<file path="src/rtl/segment_pkg.sv">
// Shared definitions for 128-bit clock-segment records: field layout, wait-record
// control bits and validity helpers used by the packer and the clock generator.
package segment_pkg;

  localparam int unsigned SEG_W     = 128;
  localparam int unsigned ON_LSB    = 80;
  localparam int unsigned ON_MSB    = 127;
  localparam int unsigned OFF_LSB   = 32;
  localparam int unsigned OFF_MSB   = 79;
  localparam int unsigned REP_LSB   = 0;
  localparam int unsigned REP_MSB   = 31;
  localparam int unsigned EDGE_BIT  = 0;
  localparam int unsigned LEVEL_BIT = 1;

  typedef struct packed {
    logic [ON_MSB-ON_LSB:0]   on_counts;
    logic [OFF_MSB-OFF_LSB:0] off_counts;
    logic [REP_MSB-REP_LSB:0] repeat_counts;
  } segment_t;

  // A zero repeat count marks a wait-for-retrigger record.
  function automatic logic is_wait_segment(input segment_t rec);
    return rec.repeat_counts == '0;
  endfunction

  function automatic logic is_malformed(input segment_t rec);
    return !is_wait_segment(rec) &&
           ((rec.on_counts == '0) || (rec.off_counts == '0));
  endfunction

  function automatic logic wait_edge_mode(input segment_t rec);
    return rec.off_counts[EDGE_BIT];
  endfunction

  function automatic logic wait_trigger_level(input segment_t rec);
    return rec.off_counts[LEVEL_BIT];
  endfunction

endpackage

</file>
<file path="src/rtl/segment_checker.sv">
// Combinational record validator: flags segments with a repeat count but no on/off time.
module segment_checker
  import segment_pkg::*;
(
  input  segment_t rec_i,
  output logic     malformed_c
);

  assign malformed_c = is_malformed(rec_i);

endmodule

</file>
<file path="src/rtl/segment_packer.sv">
// Packs eight 16-bit pipe words into a 128-bit segment record, validates it and
// forwards it through a one-entry holding register to the segment FIFO.
module segment_packer
  import segment_pkg::*;
#(
  parameter int unsigned WORDS_PER_SEG  = 8,
  parameter int unsigned DATA_W         = 16,
  parameter int unsigned CHECK_SEGMENTS = 1
) (
  input  logic              ti_clk,
  input  logic              reset_n,
  input  logic              pipe_write,
  input  logic [DATA_W-1:0] pipe_data,
  input  logic              flush,
  input  logic              clear_status,
  input  logic              fifo_full,
  output logic              fifo_wr_en,
  output logic [SEG_W-1:0]  fifo_din,
  output logic [2:0]        word_index,
  output logic              partial,
  output logic [15:0]       seg_count,
  output logic [15:0]       bad_count,
  output logic              overflow
);

  localparam int unsigned IDX_W = 3;
  localparam int unsigned CNT_W = 16;
  localparam int unsigned BUF_W = SEG_W - DATA_W;
  localparam logic [IDX_W-1:0] LAST_IDX = IDX_W'(WORDS_PER_SEG - 1);

  logic [IDX_W-1:0] word_q, word_d;
  logic [BUF_W-1:0] buf_q, buf_d;
  segment_t         hold_q, hold_d;
  logic             hold_valid_q, hold_valid_d;
  logic [CNT_W-1:0] seg_q, seg_d;
  logic [CNT_W-1:0] bad_q, bad_d;
  logic             overflow_q, overflow_d;

  segment_t rec_c;
  logic     malformed_c;
  logic     accept_c;
  logic     complete_c;
  logic     reject_c;
  logic     wr_c;

  // Last word bypasses the buffer so the record is judged at the edge it arrives.
  assign rec_c = segment_t'({pipe_data, buf_q});

  segment_checker u_checker (
    .rec_i       (rec_c),
    .malformed_c (malformed_c)
  );

  assign accept_c   = pipe_write & ~flush;
  assign complete_c = accept_c && (word_q == LAST_IDX);
  assign reject_c   = complete_c && malformed_c && (CHECK_SEGMENTS != 0);
  assign wr_c       = hold_valid_q & ~fifo_full & ~flush;

  always_comb begin
    word_d       = word_q;
    buf_d        = buf_q;
    hold_d       = hold_q;
    hold_valid_d = hold_valid_q;
    seg_d        = seg_q;
    bad_d        = bad_q;
    overflow_d   = overflow_q;

    if (accept_c) begin
      word_d = complete_c ? '0 : word_q + IDX_W'(1);
    end

    for (int unsigned k = 0; k < WORDS_PER_SEG - 1; k++) begin
      if (accept_c && (word_q == IDX_W'(k))) begin
        buf_d[k*DATA_W +: DATA_W] = pipe_data;
      end
    end

    if (wr_c) begin
      hold_valid_d = 1'b0;
      seg_d        = seg_q + CNT_W'(1);
    end

    if (flush) begin
      word_d       = '0;
      hold_valid_d = 1'b0;
    end

    // A record may reload the holding register on the edge it drains.
    if (complete_c && !reject_c) begin
      if (!hold_valid_q || wr_c) begin
        hold_d       = rec_c;
        hold_valid_d = 1'b1;
      end else begin
        overflow_d = 1'b1;
      end
    end

    if (reject_c && (bad_q != '1)) begin
      bad_d = bad_q + CNT_W'(1);
    end

    if (clear_status) begin
      seg_d      = '0;
      bad_d      = '0;
      overflow_d = 1'b0;
    end
  end

  always_ff @(posedge ti_clk or negedge reset_n) begin
    if (!reset_n) begin
      word_q       <= '0;
      buf_q        <= '0;
      hold_q       <= '0;
      hold_valid_q <= 1'b0;
      seg_q        <= '0;
      bad_q        <= '0;
      overflow_q   <= 1'b0;
    end else begin
      word_q       <= word_d;
      buf_q        <= buf_d;
      hold_q       <= hold_d;
      hold_valid_q <= hold_valid_d;
      seg_q        <= seg_d;
      bad_q        <= bad_d;
      overflow_q   <= overflow_d;
    end
  end

  assign fifo_wr_en = wr_c;
  assign fifo_din   = hold_q;
  assign word_index = word_q;
  assign partial    = (word_q != '0);
  assign seg_count  = seg_q;
  assign bad_count  = bad_q;
  assign overflow   = overflow_q;

endmodule

</file>
<file path="config.mk">
export PLATFORM = sky130hd
export DESIGN_NAME = segment_packer
export DESIGN_NICKNAME = d
export VERILOG_FILES = /design/src/rtl/segment_pkg.sv /design/src/rtl/segment_checker.sv /design/src/rtl/segment_packer.sv
export SDC_FILE = /design/constraint.sdc
export NUM_CORES = 1
export LEC_CHECK = 0
export BUFFER_PORTS_ARGS = -buffer_cell sky130_fd_sc_hd__buf_2
export CAP_MARGIN = 20
export CORE_MARGIN = 2
export CORE_UTILIZATION = 30
export CTS_BUF_LIST = sky130_fd_sc_hd__clkbuf_8
export DETAILED_ROUTE_END_ITERATION = 8
export GPL_TIMING_DRIVEN = 0
export HOLD_SLACK_MARGIN = 0.03
export PLACE_DENSITY = 0.52
export SLEW_MARGIN = 25
export SYNTH_ARGS = -nofsm -noshare
export SYNTH_HDL_FRONTEND = slang
export SYNTH_SLANG_ARGS = --single-unit
</file>
<file path="constraint.sdc">
create_clock -name ti_clk -period 2.85 [get_ports ti_clk]
set_clock_uncertainty 0.1 [all_clocks]
set_input_delay 0.285 -clock ti_clk [delete_from_list [all_inputs] [get_ports ti_clk]]
set_output_delay 0.285 -clock ti_clk [all_outputs]
set_load 0.02 [all_outputs]
</file>
# [After elaboration in Yosys (flattened, before gate mapping)]
# Cells that the tools add are included.
[classes] add_sub_neg=3 n_eq_ne=9 n_mux=14 n_bitwise=5 reduce_logical=28
[op_table] operator="48-bit logical NOT" n=2
[op_table] operator="16-bit 2-to-1 mux" n=4
[op_table] operator="16-bit by 1-bit adder with 16-bit output, second input constant" n=2
[op_table] operator="32-bit logical NOT" n=1
[op_table] operator="16-bit inequality test, second input constant" n=1
[op_table] operator="3-bit equality test, second input constant" n=4
[op_table] operator="1-bit logical AND" n=12
[op_table] operator="3-bit 2-to-1 mux" n=3
[op_table] operator="2-bit nonzero test" n=4
[op_table] operator="1-bit 2-to-1 mux" n=7
[op_table] operator="3-bit by 2-bit equality test with 1-bit output, second input constant" n=2
[op_table] operator="2-bit AND reduction" n=2
[op_table] operator="3-bit by 1-bit adder with 3-bit output, second input constant" n=1
[op_table] operator="1-bit AND" n=3
[op_table] operator="3-bit by 1-bit equality test with 1-bit output, second input constant" n=1
[op_table] operator="1-bit logical NOT" n=3
[op_table] operator="3-bit logical NOT" n=1
[op_table] operator="3-bit nonzero test" n=1
[op_table] operator="1-bit logical OR" n=2
[op_table] operator="2-bit inequality test, second input constant" n=1
[op_table] operator="1-bit inverter" n=2
[word_totals] reg_bits=277 in_bits=22 out_inout_bits=166 elab_cells=74

# [Depth between registers and ports, before layout]
[logic_depth] depth_word=8 mapped_depth=8 ltp_nobuf=7

# [Modules after synthesis]
# A second synthesis with hierarchy kept.
[unflattened] hier_cells=769 hier_area_um2=11202.0
[by_module_without_submodules] module="segment_packer" n_inst=1 cells_per_inst=726 area_per_inst_um2=10926.7 seq_area_each_um2=6931.6
[by_module_without_submodules] module="segment_checker" n_inst=1 cells_per_inst=43 area_per_inst_um2=275.3 seq_area_each_um2=0.0

# [Least setup slack after synthesis]
# Ideal clock, no wire load.
[synth_timing] path_type="input-to-reg" startpoint="in flush" endpoint="reg seg_q[13], in the netlist seg_count[13]" setup_ps=132 arrival_time_ps=1947 required_time_ps=2618 path_slack_ps=671 stages=7 path_buffers=1 cell_sequence="buf_2 -> nor3b_2 -> nand4_1 -> nor3_1 -> nand3_1 -> xor2_1 -> nor2_1"
[synth_between] elab_chain_cells=3
[synth_lines] item="start: declaration" line_no="segment_packer.sv:14" source="input logic flush,"
[synth_lines] item="1-bit inverter" line_no="segment_packer.sv:57" source="assign wr_c = hold_valid_q & ~fifo_full & ~flush;"
[synth_lines] item="1-bit AND" line_no="segment_packer.sv:57"
[synth_lines] item="named net fifo_wr_en" line_no="segment_packer.sv:17" source="output logic fifo_wr_en,"
[synth_lines] item="2-bit nonzero test (no source line)"
[synth_lines] item="end signal: assignment" line_no="segment_packer.sv:123" source="seg_q <= seg_d;"
[synth_lines] item="end: declaration" line_no="segment_packer.sv:35" source="logic [CNT_W-1:0] seg_q, seg_d;"
# The timed path passes the listed nets, and every way through them passes these cells.
# A chain may end at the register's enable or synchronous reset.

# [Final worst setup path]
[layout_timing] startpoint="reg buf_q[9]" endpoint="reg hold_q (netlist bit fifo_din[78])"
[layout_between] elab_chain_cells=7
[layout_lines] item="start: declaration" line_no="segment_packer.sv:32" source="logic [BUF_W-1:0] buf_q, buf_d;"
[layout_lines] item="start signal: assignment" line_no="segment_packer.sv:120" source="buf_q <= buf_d;"
[layout_lines] item="32-bit logical NOT" line_no="segment_pkg.sv:23" source="return rec.repeat_counts == '0;"
[layout_lines] item="1-bit logical NOT" line_no="segment_pkg.sv:27" source="return !is_wait_segment(rec) &&"
[layout_lines] item="1-bit logical AND" line_no="segment_pkg.sv:27"
[layout_lines] item="1-bit logical AND" line_no="segment_packer.sv:56" source="assign reject_c = complete_c && malformed_c && (CHECK_SEGMENTS != 0);"
[layout_lines] item="1-bit logical NOT" line_no="segment_packer.sv:89" source="if (complete_c && !reject_c) begin"
[layout_lines] item="1-bit logical AND" line_no="segment_packer.sv:89"
[layout_lines] item="2-bit AND reduction (no source line)"
[layout_lines] item="end signal: assignment" line_no="segment_packer.sv:121" source="hold_q <= hold_d;"
[layout_lines] item="end: declaration" line_no="segment_packer.sv:33" source="segment_t hold_q, hold_d;"
# Every way passes these cells.

==> results.py <==
metrics = {
    "pwr": {
        "p_leak_nw": 7.28,
        "power_density_mw_per_mm2": 635,
        "vdd_drop_max_uv": 424,
    },
    "floorplanning": {
        "die_x_um": 197,
        "die-area_mm2": 0.0389,
        "placementRows": 70,
        "ioPinCount": 188,
        "die_height_um": 197,
        "coreArea_mm2": 0.0367,
        "start_util_pct": 30.6,
    },
    "layout": {
        "antenna_cells": 0,
        "mostFrequentLayoutCell": "dfrtp_1",
        "final_cell_mix": "277 x dfrtp_1, 240 x mux2_2, 188 x buf_2",
        "nFillCells": 3593,
        "multi_input_area_mm2": 0.00409,
        "seq_area_mm2": 0.00693,
        "nNetsFinal": 1036,
        "layout-drive-gt1-share_pct": 51.3,
        "syn_to_final_growth_pct": 24.4,
        "design_area_mm2": 0.0140,
    },
    "synthesis": {
        "synth_top_area_cell": "dfrtp_1",
        "synth_edf_count": 0,
        "ys_ff_latch": 277,
        "async_reset_ff_share_pct": 100,
        "synth_area_mm2": 0.0112,
        "synth_area_leaders": "dfrtp_1 62%, mux2_2 24%, nor4_1 1.8%, buf_6 1.3%, nand4_1 1.1%",
        "synth_cell_types": 38,
        "yosysSeqAreaShare_pct": 61.8,
        "yosys_warnings": 0,
        "avgSynthCellArea_um2": 14.7,
        "synthCells": 761,
        "yosys.area.top_type_share_pct": 61.8,
        "synthFlopType": "dfrtp_1",
        "syn-num-nets": 791,
    },
    "routing": {
        "routed_wl_mm": 31.1,
        "vias": 7315,
        "drtIter0Drc": 250,
        "dr.pass1.iters": 4,
        "viasPerCell": 4.85,
        "avgRoutedWirePerCell_um": 20.6,
        "drc": 0,
        "drt.antenna.violating_nets": 0,
    },
    "critical_path": {
        "arrival_ns": 3.01,
        "end_kind": "register",
        "cp.required_ns": 3.22,
        "critPathKind": "reg -> reg",
        "cp_max_fo": 10,
        "rr_worst_depth": 8,
        "cp-startpoint": "buf_q[9]$_DFFE_PN0P_",
        "reg2reg_from": "buf_q[9]$_DFFE_PN0P_",
        "cp-start-kind": "register",
    },
    "timing": {
        "slew_headroom_pct": 56.6,
        "finalSetupViolations": 0,
        "worst_slack_ns": 0.212,
        "max_freq_ghz": 0.379,
        "min_period_ns": 2.64,
        "grt_setup_unrepaired": "no",
        "report.final.slew_viol_count": 0,
        "hold_viol": 0,
        "worstMarginPinSlew_ns": 0.648,
        "whs_ns": 0.0998,
        "timing.final.crit_share_pct": 92.6,
    },
    "placement": {
        "dp_hpwl_mm": 21.2,
        "placed_cell_area_mm2": 0.0128,
        "globalplace.congestion": 0.789,
        "io_buffers": 184,
        "place_ws_ns": -0.181,
    },
    "min_path": {
        "hold_depth": 2,
        "holdCritPathClass": "in -> reg",
        "min_from": "pipe_data[3]",
    },
    "clock_tree": {
        "cts.reportedPaths.clkPinSlew_ns": 0.06,
        "numCtsBuffers": 50,
        "clock-sinks": 277,
        "htree_levels": 2,
        "clock_latency_ns": 0.62,
        "clock_path_buffers": 3,
        "cts_tree": "built",
        "root_buffer": "clkbuf_8",
    },
    "grt": {
        "gr-usage-all-layers_pct": 16.2,
        "grt_first_pass_wirelength_mm": 47.3,
        "grt_overflow": 0,
        "grt_pass1_vias": 7504,
        "grt_antenna_before_repair": 1,
        "grt_max_degree": 82,
    },
    "run_status": {
        "status": "completed",
    },
    "run": {
        "cap_violations": 0,
    },
}
==> layout make-up <==
| type | count | area share [%] |
|---|---|---|
| Sequential cell | 277 | 49.7 |
| Multi-Input combinational cell | 447 | 29.3 |
| Timing Repair Buffer | 193 | 7.68 |
| Clock buffer | 67 | 6.61 |
| Tap cell | 468 | 4.20 |
| Buffer | 31 | 1.74 |
| Clock inverter | 20 | 0.610 |
| Inverter | 6 | 0.161 |
==> routing by layer <==
| metal | GRT usage, % | up-vias | wire length (um) |
|---|---|---|---|
| li1 | - | 3297 | - |
| met1 | 22.8 | 3762 | 14500 |
| met2 | 24.1 | 208 | 13600 |
| met3 | 5.31 | 48 | 2390 |
| met4 | 4.18 | 0 | 567 |
| met5 | 0 | - | 0 |
==> path summary, 6_finish.rpt <==
path                                            endpoint  slack, ns
worst min register to register  fifo_din[59]$_DFFE_PN0P_       0.40
worst max-delay path            fifo_din[78]$_DFFE_PN0P_       0.21
worst min-delay path                buf_q[3]$_DFFE_PN0P_        0.1
min in group asynchronous       fifo_din[84]$_DFFE_PN0P_       0.12
worst max register to register  fifo_din[78]$_DFFE_PN0P_       0.21
max in group asynchronous       fifo_din[44]$_DFFE_PN0P_       1.41
==> critical path, stage by stage (launching register included) <==
cell	delay [ns]
dfrtp_1	0.40
nor4_1	0.37
nand4_1	0.18
or2_2	0.39
o21ai_2	0.20
nand3_2	0.20
buf_8	0.22
buf_6	0.16
mux2_2	0.27
==> cells by family (layout without fill, tap and decap cells) <==
| kind of cell | count (synthesis) | in the layout | share of synthesized area, % |
|---|---|---|---|
| AND/OR/NAND/NOR | 144 | 144 | 7.44 |
| flip-flops | 277 | 277 | 61.8 |
| adder cells (fa/ha/maj) | 8 | 8 | 0.893 |
| multiplexers | 244 | 244 | 24.5 |
| AO/OA/AOI/OAI | 38 | 38 | 2.14 |
| XOR/XNOR | 13 | 13 | 1.02 |
| buffers and inverters | 37 | 317 | 2.24 |
==> cells in the mapped netlist, types with 2 or more instances <==
| library cell | number |
|---|---|
| and3_1 | 5 |
| buf_6 | 13 |
| and4_1 | 2 |
| a21oi_1 | 14 |
| nor3_1 | 4 |
| nor3b_2 | 4 |
| o21ai_0 | 7 |
| o31ai_1 | 10 |
| nand2_1 | 16 |
| or4_1 | 13 |
| mux2_2 | 240 |
| inv_1 | 5 |
| or3_1 | 4 |
| xor2_1 | 10 |
| nor4_1 | 32 |
| buf_2 | 6 |
| xnor2_1 | 3 |
| ha_1 | 8 |
| nor2b_1 | 4 |
| mux2i_1 | 4 |
| nand3_1 | 14 |
| dfrtp_1 | 277 |
| clkbuf_1 | 10 |
| nand4_1 | 19 |
| nor2_1 | 23 |
| buf_4 | 2 |
==> timing repair <==
item	in CTS	in global routing
resized for setup	5	9
endpoints found under the setup margin	127	128
hold buffers	5	0
gates cloned	0	0
endpoints found under the hold margin	206	0
pin swaps	1	2
setup buffers	0	1
==> registers in the layout (all words and copies together), names as in the netlist <==
signal / cells
seg_count: 16
buf_q: 112
hold_valid_q: 1
overflow: 1
fifo_din: 128
bad_count: 16
word_index: 3
==> power breakdown <==
| group | switching (W) | internal [W] | total, W |
|---|---|---|---|
| Combinational | 0.000327 | 0.000315 | 0.000642 |
| Clock | 0.00167 | 0.00208 | 0.00375 |
| Sequential | 0.000247 | 0.00422 | 0.00447 |
==> stage by stage <==
step | util (%) | cells | setup TNS [ns] | total power [W]
6_report | 38.0 | 1509 | 0 | 0.00886
5_1_grt | 38.0 | 1509 | 0 | 0.00928
4_1_cts | 37.9 | 1508 | 0 | 0.00900
3_5_place_dp | 34.9 | 1416 | -14.60 | 0.00517
3_3_place_gp | 34.7 | 1413 | -1135.72 | 0.00514
2_1_floorplan | - | 761 | 0 | 0.00481
Note: power is estimated with default switching activity, not from simulation.
